==> config.mk <==
export PLATFORM = sky130hd
export DESIGN_NAME = popcount_seq
export DESIGN_NICKNAME = d
export VERILOG_FILES = /design/src/rtl/popcount_seq.sv
export SDC_FILE = /design/constraint.sdc
export NUM_CORES = 1
export LEC_CHECK = 0
export CORE_UTILIZATION = 46
export DETAILED_ROUTE_END_ITERATION = 8
export GPL_TIMING_DRIVEN = 0
export HOLD_SLACK_MARGIN = 0.02
export PLACE_DENSITY = 0.83
export REMOVE_ABC_BUFFERS = 1
export SETUP_SLACK_MARGIN = 0.3
export SLEW_MARGIN = 20
export SYNTH_ARGS = -nofsm -noshare
export SYNTH_HDL_FRONTEND = slang
export SYNTH_SLANG_ARGS = --single-unit
==> constraint.sdc <==
create_clock -name clk -period 2.05 [get_ports clk]
set_input_delay 0.41 -clock clk [delete_from_list [all_inputs] [get_ports clk]]
set_output_delay 0.41 -clock clk [all_outputs]
set_load 0.1 [all_outputs]
==> src/rtl/popcount_seq.sv <==
// popcount_seq: multi-cycle population counter, CHUNK bits per cycle, start/busy/done handshake.
// Defining POPCOUNT_ZERO_MODE_EN adds a `mode` input that counts '0' bits instead.
module popcount_seq #(
   parameter int WIDTH = 16,
   parameter int CHUNK = 4,
   localparam int NCYC = (WIDTH + CHUNK - 1) / CHUNK,
   localparam int CW = $clog2(WIDTH + 1),
   localparam int CCW = $clog2(NCYC + 1)
) (
   input  logic             clk,
   input  logic             rst,
   input  logic             start,
   input  logic [WIDTH-1:0] in_s,
`ifdef POPCOUNT_ZERO_MODE_EN
   input  logic             mode,
`endif
   output logic             busy,
   output logic             done,
   output logic [CW-1:0]    n_one
);
   localparam int SW = NCYC * CHUNK;
   localparam logic [CCW-1:0] LAST = CCW'(NCYC - 1);
   typedef enum logic {IDLE, RUN} state_t;
   state_t state, state_n;
   logic [SW-1:0] shreg;
   logic [CW-1:0] acc, pc, sum;
   logic [CCW-1:0] cyc;
   logic [WIDTH-1:0] src;
   logic load, fin;
`ifdef POPCOUNT_ZERO_MODE_EN
   // Inversion happens before zero-extension so pad bits never count.
   assign src = mode ? ~in_s : in_s;
`else
   assign src = in_s;
`endif
   always_comb begin
      pc = '0;
      for (int i = 0; i < CHUNK; i++) pc = pc + CW'(shreg[i]);
      sum = acc + pc;
      load = state == IDLE && start;
      fin = state == RUN && cyc == LAST;
      state_n = load ? RUN : fin ? IDLE : state;
      busy = state == RUN;
   end
   always_ff @(posedge clk) begin
      if (rst) begin
         state <= IDLE;
         shreg <= '0;
         acc <= '0;
         cyc <= '0;
         done <= 1'b0;
         n_one <= '0;
      end else begin
         state <= state_n;
         done <= fin;
         if (load) begin
            shreg <= SW'(src);
            acc <= '0;
            cyc <= '0;
         end else if (state == RUN) begin
            shreg <= shreg >> CHUNK;
            acc <= sum;
            cyc <= cyc + CCW'(1);
         end
         if (fin) n_one <= sum;
      end
   end
endmodule
==> summary.md <==
| Metric | Value |
|---|---|
| Status | finished, violations left |
| Violated checks | setup timing |
| # nets final | 193 |
| Antenna cell count | 0 |
| Global-route wire length before repair | 4.84 mm |
| Worst vdd ir | between 400 and 500 uV |
| Cell Area, Placed | 1710 sq um |
| Hold-fix buffers, CTS | 0 |
| Synth cell types | 31 |
| DR vias | ~1.1k |
| Top FF cell, synth | dfxtp_1 |
| Fraction of registers with async set/reset | 0 |
| FF-to-FF End | n_one[4] |
| Inserted Clock Buffers | 5 |
| Critical path data required time | 2210 ps |
| Vias in the first global route | roughly 1.1k |
| Slowest CP cell | fa_1 |
| Final setup vio count | 6 |
| Max-capacitance violation count | 0 |
| Commonest non-fill, non-tap cells in the layout | dfxtp_1 (28), nor2_1 (25), clkdlybuf4s50_1 (17) |
| Setup Skew | around 4.5 ps |
| DP HPWL | between 1.5 and 2 mm |
| Die Ht | 58.9 um |
| Worst R2R Start | shreg[0] |
| Post-synth EDFFs | 0 |
| Most frequent CP cell | fa_2 |
| Syn_area_per_cell | 10.3 sq um |
| CTS root buffer | clkbuf_4 |
| CP max stage delay | approximately 520 ps |
| Die width | roughly 59 um |
| Post-synth top area share | 0.417 |
| Crit path capture type | flop |
| Row Count | 20 |
| Core area | 3050 sq um |
| Flop and latch count out of synthesis | 31 |
| DRC viols | 0 |
| Die area | 3470 sq um |
| Unrepaired setup endpoints after global routing | true |
| Worst hold slack | 465 ps |
| 1st-iter DRT viols | 28 |
| WS Path Type | reg2reg |
| DR WL/cell | approximately 14 um |
| Post-route setup slack | -126 ps |
| Synth warn | 0 |
| Initial DRT Pass Iterations | 4 |
| Worst-Skew Late Latency | 320 ps |
| Worst-path cell chain | fa_1 > fa_2 > fa_2 > nand3_2 > xor2_2 > a211oi_2 |
| Layout cells sized above 1 | 0.269 |
| Worst Path Arrival | between 2000 and 2500 ps |
| Crit path launch type | flop |
| I/O Pins | 26 |
| Crit share post-route | 1.06 |
| Max Fclk | approximately 460 MHz |
| Sequential share of the synthesized area | 0.417 |
| Starting Density | 0.488 |
| Largest net degree at the start of global routing | 36 |
| Final Instance Area | about 1800 sq um |
| Final Hold Fails | 0 |
| Total track usage | 0.195 |
| PwrDens | 629 nW/um^2 |
| Post-synthesis instance area | 1490 sq um |
| Final min period | 2180 ps |
| H-tree level count | 2 |
| Via/cell ratio | 5.15 |
| Reg2reg setup slack | -130 ps |
| Area leader, netlist | dfxtp_1 |
| Clock-pin slew on the worst setup and hold paths | 90 ps |
| Synth Instances | between 100 and 150 |
| Measured slew at the worst slew-check pin | 1100 ps |
| Port Buf Inserts | 25 |
| Worst Hold Class | reg2reg |
| CTS sink count | 31 |
| Final wirelength | between 2 and 3 mm |
| Setup crit end | n_one[4] |
| R2R depth | 6 |
| RePlAce Congestion | 0.750 |
| Post-DRT Antenna Nets | 0 |
| Commonest non-fill, non-tap cell in the layout | dfxtp_1 |
| Worst slew margin | 0.263 |
| Area Overhead vs Synth | 23.4% |
| Maximum buffer depth of the clock tree | 2 |
| CTS tree | yes |
| Initial antenna violation count | 0 |
| Critical-path maximum fanout | 2 |
| Largest cells by area after synthesis | dfxtp_1 (42%), mux2i_1 (11%), mux2_4 (7.1%) |
| Crit path from | shreg[0] |
| Final Max Slew Viols | 0 |
| Grt ovf | 0 |
| Leakage power | approximately 0.72 nW |
==> synth_stat cells, types with 2 or more instances <==
library cell,count
nor3b_2,4
nor2_1,25
a211oi_1,2
dfxtp_1,31
mux2i_1,16
mux2_2,5
inv_1,2
nand2b_1,2
nand2_1,6
a21oi_1,7
ha_1,3
nand3_1,2
xor2_1,2
fa_1,3
clkbuf_1,2
buf_2,4
o21ai_0,2
nor3_1,6
mux2_4,7
nand3b_1,2
==> critical path: cells and delay by family (launching register included) <==
kind | cells | cell delay, ps
adders and majority gates | 3 | 1300
DFF | 1 | 340
xor gates and xnor gates | 1 | 170
and+or+nand+nor | 1 | 120
AOI/OAI and AO/OA | 1 | 90
==> cell type report <==
cell class,instances,area [sq um]
clock buffer,6,41.3
fill,285,1220
inverter,2,7.51
multi-input combinational,100,826
sequential,31,627
tap,44,55.1
timing repair buffer,28,280
==> worst min path at each step <==
stage / startpoint / endpoint / depth (start not counted)
5_1_grt: n_one[1] / n_one[1] / 2
3_5_place_dp: n_one[1] / n_one[1] / 2
6_report: n_one[1] / n_one[1] / 2
2_1_floorplan: shreg[4] / shreg[0] / 2
4_1_cts: n_one[1] / n_one[1] / 2
3_3_place_gp: n_one[0] / n_one[0] / 2
==> state kept, by name, indices dropped and copies added (netlist names) <==
| name | count |
|---|---|
| shreg | 16 |
| acc | 5 |
| n_one | 5 |
| cyc | 3 |
| busy | 1 |
| done | 1 |
==> cells by family (layout without fill, tap and decap cells) <==
family / after synthesis / count (layout) / share of synthesized area
XOR/XNOR: 2 / 2 / 0.0118
AND/OR/NAND/NOR: 50 / 50 / 0.171
multiplexers: 28 / 28 / 0.216
adder cells (fa/ha/maj): 6 / 6 / 0.0656
AO/OA/AOI/OAI: 14 / 14 / 0.0571
buffers and inverters: 13 / 36 / 0.0622
flip-flops: 31 / 31 / 0.417
==> through the flow <==
step	cells	worst slack [ps]	setup TNS, ps	power, mW	util
after floorplan	133	-382	-3470	0.767	-
after global placement	202	-947	-7440	0.834	0.560
after detailed placement	202	-463	-1330	0.845	0.559
after CTS	209	-107	-248	1.15	0.593
after global routing	211	-189	-938	1.22	0.602
final	211	-126	-491	1.16	0.602
==> repair_timing <==
| action | CTS | global route |
|---|---|---|
| resized for setup | 34 | 6 |
| setup endpoints to repair | 15 | 11 |
| setup buffers | 1 | 2 |
| pin swaps | 8 | 5 |
==> metal layers <==
metal | GRT usage | part of all wire | up-vias
met5 | 0 | 0 | -
met4 | 0.126 | 0.030 | 0
met3 | 0.0484 | 0.040 | 8
met2 | 0.339 | 0.52 | 29
met1 | 0.210 | 0.41 | 514
li1 | - | - | 535
==> where the power goes <==
group          total, mW  internal, mW  switching [mW]
Combinational      0.195         0.109          0.0863
Sequential         0.656         0.628          0.0282
Clock              0.305         0.122           0.183
Total               1.16         0.858           0.297
Note: power is estimated with default switching activity, not from simulation.
